$ cat src/rtl/pipeline_ctrl_pkg.sv
// Shared types and constants for the pipeline hazard/sequencing controller.
package pipeline_ctrl_pkg;

    typedef enum logic [1:0] {
        RUN    = 2'd0,
        DRAIN  = 2'd1,
        HALTED = 2'd2
    } state_e;

    localparam logic [1:0] FWD_RF  = 2'd0;
    localparam logic [1:0] FWD_MEM = 2'd1;
    localparam logic [1:0] FWD_WB  = 2'd2;

    localparam int unsigned DRAIN_DEPTH = 3;

endpackage

$ cat src/rtl/pipeline_ctrl_forwarding_unit.sv
// EX operand forwarding selects; MEM result beats WB result, r0 never forwards.
module forwarding_unit
    import pipeline_ctrl_pkg::*;
#(
    parameter int unsigned REG_W = 5
) (
    input  logic [REG_W-1:0] i_ex_rs1,
    input  logic [REG_W-1:0] i_ex_rs2,
    input  logic             i_mem_reg_wrenable,
    input  logic [REG_W-1:0] i_mem_write_reg,
    input  logic             i_wb_reg_wrenable,
    input  logic [REG_W-1:0] i_wb_write_reg,
    output logic [1:0]       o_fwd_a_sel,
    output logic [1:0]       o_fwd_b_sel
);

    logic w_mem_valid;
    logic w_wb_valid;

    assign w_mem_valid = i_mem_reg_wrenable && (i_mem_write_reg != '0);
    assign w_wb_valid  = i_wb_reg_wrenable  && (i_wb_write_reg  != '0);

    always_comb begin
        o_fwd_a_sel = FWD_RF;
        o_fwd_b_sel = FWD_RF;
        if (w_mem_valid && (i_mem_write_reg == i_ex_rs1)) begin
            o_fwd_a_sel = FWD_MEM;
        end else if (w_wb_valid && (i_wb_write_reg == i_ex_rs1)) begin
            o_fwd_a_sel = FWD_WB;
        end
        if (w_mem_valid && (i_mem_write_reg == i_ex_rs2)) begin
            o_fwd_b_sel = FWD_MEM;
        end else if (w_wb_valid && (i_wb_write_reg == i_ex_rs2)) begin
            o_fwd_b_sel = FWD_WB;
        end
    end

endmodule

$ cat src/rtl/pipeline_ctrl.sv
// Hazard, forwarding and halt-drain controller for the 5-stage pipeline.
// Control outputs are combinational; state, drain count and stall counter are registered.
module pipeline_ctrl
    import pipeline_ctrl_pkg::*;
#(
    parameter int unsigned REG_W = 5,
    parameter int unsigned CNT_W = 16
) (
    input  logic             clk,
    input  logic             reset,
    input  logic [REG_W-1:0] id_rs1,
    input  logic [REG_W-1:0] id_rs2,
    input  logic             id_uses_rs1,
    input  logic             id_uses_rs2,
    input  logic             id_halt,
    input  logic [REG_W-1:0] ex_rs1,
    input  logic [REG_W-1:0] ex_rs2,
    input  logic             ex_reg_wrenable,
    input  logic             ex_mem_to_reg,
    input  logic [REG_W-1:0] ex_write_reg,
    input  logic             ex_branch_taken,
    input  logic             mem_reg_wrenable,
    input  logic [REG_W-1:0] mem_write_reg,
    input  logic             wb_reg_wrenable,
    input  logic [REG_W-1:0] wb_write_reg,
    input  logic             mem_busy,
    output logic             pc_enable,
    output logic             ifid_enable,
    output logic             ifid_flush,
    output logic             idex_enable,
    output logic             idex_bubble,
    output logic             pipe_enable,
    output logic [1:0]       fwd_a_sel,
    output logic [1:0]       fwd_b_sel,
    output logic             halted,
    output logic [CNT_W-1:0] stall_cycles
);

    state_e           r_state;
    logic [1:0]       r_drain_cnt;
    logic [CNT_W-1:0] r_stall_cycles;

    logic       w_load_use;
    logic       w_stall_event;
    logic       w_halt_accept;
    logic [1:0] w_fwd_a;
    logic [1:0] w_fwd_b;

    forwarding_unit #(.REG_W(REG_W)) u_fwd (
        .i_ex_rs1           (ex_rs1),
        .i_ex_rs2           (ex_rs2),
        .i_mem_reg_wrenable (mem_reg_wrenable),
        .i_mem_write_reg    (mem_write_reg),
        .i_wb_reg_wrenable  (wb_reg_wrenable),
        .i_wb_write_reg     (wb_write_reg),
        .o_fwd_a_sel        (w_fwd_a),
        .o_fwd_b_sel        (w_fwd_b)
    );

    assign w_load_use = ex_mem_to_reg && ex_reg_wrenable && (ex_write_reg != '0) &&
                        ((id_uses_rs1 && (id_rs1 == ex_write_reg)) ||
                         (id_uses_rs2 && (id_rs2 == ex_write_reg)));

    // A taken branch squashes the ID instruction, so its load-use does not stall.
    always_comb begin
        w_stall_event = 1'b0;
        unique case (r_state)
            RUN:     w_stall_event = mem_busy || (!ex_branch_taken && w_load_use);
            DRAIN:   w_stall_event = mem_busy || w_load_use;
            default: w_stall_event = 1'b0;
        endcase
    end

    assign w_halt_accept = (r_state == RUN) && !mem_busy && !ex_branch_taken &&
                           !w_load_use && id_halt;

    always_ff @(posedge clk) begin
        if (reset) begin
            r_state        <= RUN;
            r_drain_cnt    <= 2'd0;
            r_stall_cycles <= '0;
        end else begin
            if (w_stall_event && (r_stall_cycles != '1)) begin
                r_stall_cycles <= r_stall_cycles + CNT_W'(1);
            end
            unique case (r_state)
                RUN: begin
                    if (w_halt_accept) begin
                        r_state     <= DRAIN;
                        r_drain_cnt <= 2'(DRAIN_DEPTH);
                    end
                end
                DRAIN: begin
                    if (!mem_busy) begin
                        r_drain_cnt <= r_drain_cnt - 2'd1;
                        if (r_drain_cnt == 2'd1) begin
                            r_state <= HALTED;
                        end
                    end
                end
                default: r_state <= HALTED;
            endcase
        end
    end

    always_comb begin
        pc_enable   = 1'b0;
        ifid_enable = 1'b0;
        ifid_flush  = 1'b0;
        idex_enable = 1'b0;
        idex_bubble = 1'b0;
        pipe_enable = 1'b0;
        if (reset) begin
            ifid_enable = 1'b1;
            ifid_flush  = 1'b1;
            idex_enable = 1'b1;
            idex_bubble = 1'b1;
            pipe_enable = 1'b1;
        end else begin
            unique case (r_state)
                RUN: begin
                    if (!mem_busy) begin
                        pc_enable   = !w_load_use || ex_branch_taken;
                        ifid_enable = !w_load_use || ex_branch_taken;
                        ifid_flush  = ex_branch_taken;
                        idex_enable = 1'b1;
                        idex_bubble = ex_branch_taken || w_load_use;
                        pipe_enable = 1'b1;
                    end
                end
                // Younger instructions behind the halt are squashed while it drains.
                DRAIN: begin
                    if (!mem_busy) begin
                        ifid_enable = 1'b1;
                        ifid_flush  = 1'b1;
                        idex_enable = 1'b1;
                        idex_bubble = 1'b1;
                        pipe_enable = 1'b1;
                    end
                end
                default: ;
            endcase
        end
    end

    assign halted       = !reset && (r_state == HALTED);
    assign stall_cycles = reset ? '0 : r_stall_cycles;
    assign fwd_a_sel    = reset ? FWD_RF : w_fwd_a;
    assign fwd_b_sel    = reset ? FWD_RF : w_fwd_b;

endmodule

$ cat config.mk
export PLATFORM = sky130hd
export DESIGN_NAME = pipeline_ctrl
export DESIGN_NICKNAME = d
export VERILOG_FILES = /design/src/rtl/pipeline_ctrl_pkg.sv /design/src/rtl/pipeline_ctrl_forwarding_unit.sv /design/src/rtl/pipeline_ctrl.sv
export SDC_FILE = /design/constraint.sdc
export NUM_CORES = 1
export LEC_CHECK = 0
export ABC_AREA = 0
export BUFFER_PORTS_ARGS = -buffer_cell sky130_fd_sc_hd__buf_2
export CAP_MARGIN = 20
export CELL_PAD_IN_SITES_DETAIL_PLACEMENT = 1
export CELL_PAD_IN_SITES_GLOBAL_PLACEMENT = 2
export CORE_MARGIN = 5
export CORE_UTILIZATION = 25
export DETAILED_ROUTE_END_ITERATION = 10
export GPL_TIMING_DRIVEN = 0
export MAX_ROUTING_LAYER = met4
export PLACE_DENSITY = 0.76
export SYNTH_ARGS = -nofsm -noshare
export SYNTH_HDL_FRONTEND = slang
export SYNTH_HIERARCHICAL = 1
export SYNTH_SLANG_ARGS = --single-unit
$ cat constraint.sdc
create_clock -name clk -period 2.56 [get_ports clk]
set_input_delay 0.512 -clock clk [delete_from_list [all_inputs] [get_ports clk]]
set_output_delay 0.512 -clock clk [all_outputs]
set_load 0.02 [all_outputs]
==> results.sh <==
export IMPL_ir_worst_vdd_mv=0.238
export IMPL_synth_most_common_cell="xnor2_1"
export IMPL_finalHoldViolations=0
export IMPL_yosys_warnings=6
export IMPL_synth_nets=241
export IMPL_port_buffers=72
export IMPL_yosysSeqAreaShare=0.253
export IMPL_syn_inst=193
export IMPL_drt_initial_drc_count=33
export IMPL_fill_cells=795
export IMPL_placed_cells=342
export IMPL_grt_pass1_vias=1809
export IMPL_die_w_um=89.6
export IMPL_yosys_area_top_type="dfxtp_1"
export IMPL_final_cells=346
export IMPL_start_util=0.254
export IMPL_p_leak_nw=0.958
export IMPL_synthAdderAreaFrac=0.0158
export IMPL_critPathLaunchType="primary input"
export IMPL_cts_hold_buf=0
export IMPL_viasPerCell=4.77
export IMPL_wl_per_cell_um=14.7
export IMPL_drive_above_1_share=0.342
export IMPL_pre_cts_slack_ns=0.0274
export IMPL_core_mm2=0.00624
export IMPL_cts_repair_resized=0
export IMPL_hpwl_um=4260
export IMPL_cts_setup_buffers=0
export IMPL_final_nets=318
export IMPL_track_usage=0.138
export IMPL_grt_max_degree=13
export IMPL_synth_ff_type="dfxtp_1"
export IMPL_synth_edf_count=0
export IMPL_crit_fanout=3
export IMPL_syn_area_per_cell_um2=8.20
export IMPL_min_period_ns=2.49
export IMPL_synth_top_family_by_area="simple AND/OR/NAND/NOR gates"
export IMPL_drt_pass1_iter_count=4
export IMPL_endpoint_kind="output pin"
export IMPL_slew_headroom=0.661
export IMPL_synth_simple_area_share=0.334
export IMPL_synthMuxAreaShare=0.0988
export IMPL_clock_sinks=20
export IMPL_cpMaxStageDelayCell="or4_4"
export IMPL_final_max_slew_viol_count=0
export IMPL_slowest_delay_ns=0.54
export IMPL_ant_nets=0
export IMPL_n_antenna_cell=0
export IMPL_crit_family="simple AND/OR/NAND/NOR gates"
export IMPL_clkTransAtPathRegs_ns=0.08
export IMPL_cp_required_ns=2.05
export IMPL_arrival_ns=1.98
export IMPL_yosysUniqueCellTypes=42
export IMPL_place_congestion=0.714
export IMPL_cts_htree_levels=1
export IMPL_setup_ws_ns=0.0655
export IMPL_p_per_area_mw_per_mm2=392
export IMPL_via_count=1649
export IMPL_antenna_found_initial=0
export IMPL_cp_buffers_inverters=2
export IMPL_cts_root_buf="clkbuf_8"
export IMPL_fin_crit_sh=0.974
export IMPL_core_rowCount=29
export IMPL_whs_ns=0.507
export IMPL_worst_pin_slew_ns=0.506
export IMPL_path_cells="buf_2 > or4_4 > o21ai_4 > nor4_2 > nor4_1 > nor2b_1 > buf_4"
export IMPL_crit_type="primary input to output pin"
export IMPL_synth_seq_cells=20
export IMPL_timing_fmax_mhz=401
export IMPL_ioPinCount=73
export IMPL_dieHeight_um=89.6
export IMPL_numCtsBuffers=3
export IMPL_synthArstFlopShare=0
export IMPL_drv_cap=0
export IMPL_fin_tns_setup_ns=0
export IMPL_reg2reg_slack_ns=0.35
export IMPL_multi_input_area_mm2=0.00115
export IMPL_overflow=0
export IMPL_synth_common_cells="27 x xnor2_1, 23 x nor2_1, 20 x dfxtp_1, 20 x nor2b_1, 11 x nand2_1"
export IMPL_ff_latch_area_um2=400
export IMPL_status="finished clean"
export IMPL_cts_tree="yes"
export IMPL_clk_path_buf_depth=2
export IMPL_rsz0062_at_grt="yes"
export IMPL_hold_path_class="flip-flop to flip-flop"
export IMPL_drt_total_wl_um=5070
export IMPL_synth_top_cell_area_share=0.253
export IMPL_syn2layout_area_growth_pct=35.3
export IMPL_drc=0
export IMPL_setup_viol=0
export IMPL_grt_pass1_wl_um=8350
export IMPL_fin_skew_ns=0.00280
export IMPL_synthTopCellsByArea="dfxtp_1 25%, xnor2_1 15%, nor2b_1 7.9%, mux2_1 5.7%, nor2_1 5.5%"
export IMPL_syn_area_mm2=0.00158
export IMPL_synth_compound_gate_area_share=0.0854
export IMPL_insertion_delay_ns=0.27
export IMPL_synthXorXnorAreaFrac=0.177
export IMPL_die_area_mm2=0.00802
==> final cells by class <==
type                    instances  area share
well taps                      77      0.0450
flip-flops and latches         20       0.187
clock inverters                 1      0.0140
inverters                       5     0.00877
clock buffers                   3      0.0193
plain buffers                   7      0.0181
multi-input cells             161       0.535
repair buffers                 72       0.172
==> registers in the layout (all words and copies together) (netlist names) <==
register        flops
r_drain_cnt         2
r_state             2
r_stall_cycles     16
==> logic make-up after synthesis <==
logic type | count (synthesis)
xor gates and xnor gates | 32
AOI/OAI and AO/OA | 18
buffers and inverters | 12
DFF | 20
and+or+nand+nor | 96
muxes | 13
adders and majority gates | 2
==> routing by layer <==
layer / track usage / part of all wire / vias up
li1: - / - / 829
met1: 0.158 / 0.45 / 776
met2: 0.243 / 0.50 / 40
met3: 0.0182 / 0.040 / 4
met4: 0.0514 / 0.012 / 0
met5: - / 0 / -
==> placed cells by master (no fill, tap or decap), types with 2 or more instances in the layout <==
| cell | instances |
|---|---|
| a211oi_1 | 2 |
| and3_1 | 9 |
| and4_4 | 2 |
| buf_2 | 70 |
| buf_4 | 2 |
| buf_6 | 2 |
| clkbuf_1 | 4 |
| clkbuf_8 | 3 |
| dfxtp_1 | 20 |
| ha_1 | 2 |
| inv_1 | 5 |
| mux2_1 | 8 |
| mux2_4 | 3 |
| nand2_1 | 11 |
| nand3_1 | 7 |
| nand4_1 | 8 |
| nor2_1 | 23 |
| nor2b_1 | 19 |
| nor4_1 | 4 |
| o21ai_0 | 5 |
| or3_1 | 2 |
| xnor2_1 | 27 |
| xor2_1 | 5 |
==> where the power goes <==
part | total [mW] | internal (mW) | switching (mW)
combinational | 0.192 | 0.0897 | 0.102
sequential | 0.321 | 0.316 | 0.00502
clock | 0.327 | 0.209 | 0.118
==> through the flow <==
stage	area, um^2	util	total power [mW]
final	2140	0.343	0.840
after global routing	2140	0.343	0.889
after floorplan	1580	-	0.436
after CTS	2110	0.338	0.852
after global placement	2040	0.327	0.516
after detailed placement	2040	0.327	0.520
==> final timing paths <==
check / cells past startpoint / startpoint / endpoint
setup reg to reg: 8 / r_stall_cycles[0] / r_stall_cycles[14]
hold reg to reg: 1 / r_state[1] / r_state[0]
hold / removal: 1 / r_state[1] / r_state[0]
setup / recovery: 7 / mem_write_reg[3] / fwd_a_sel[1]
Note: power is estimated with default switching activity, not from simulation.
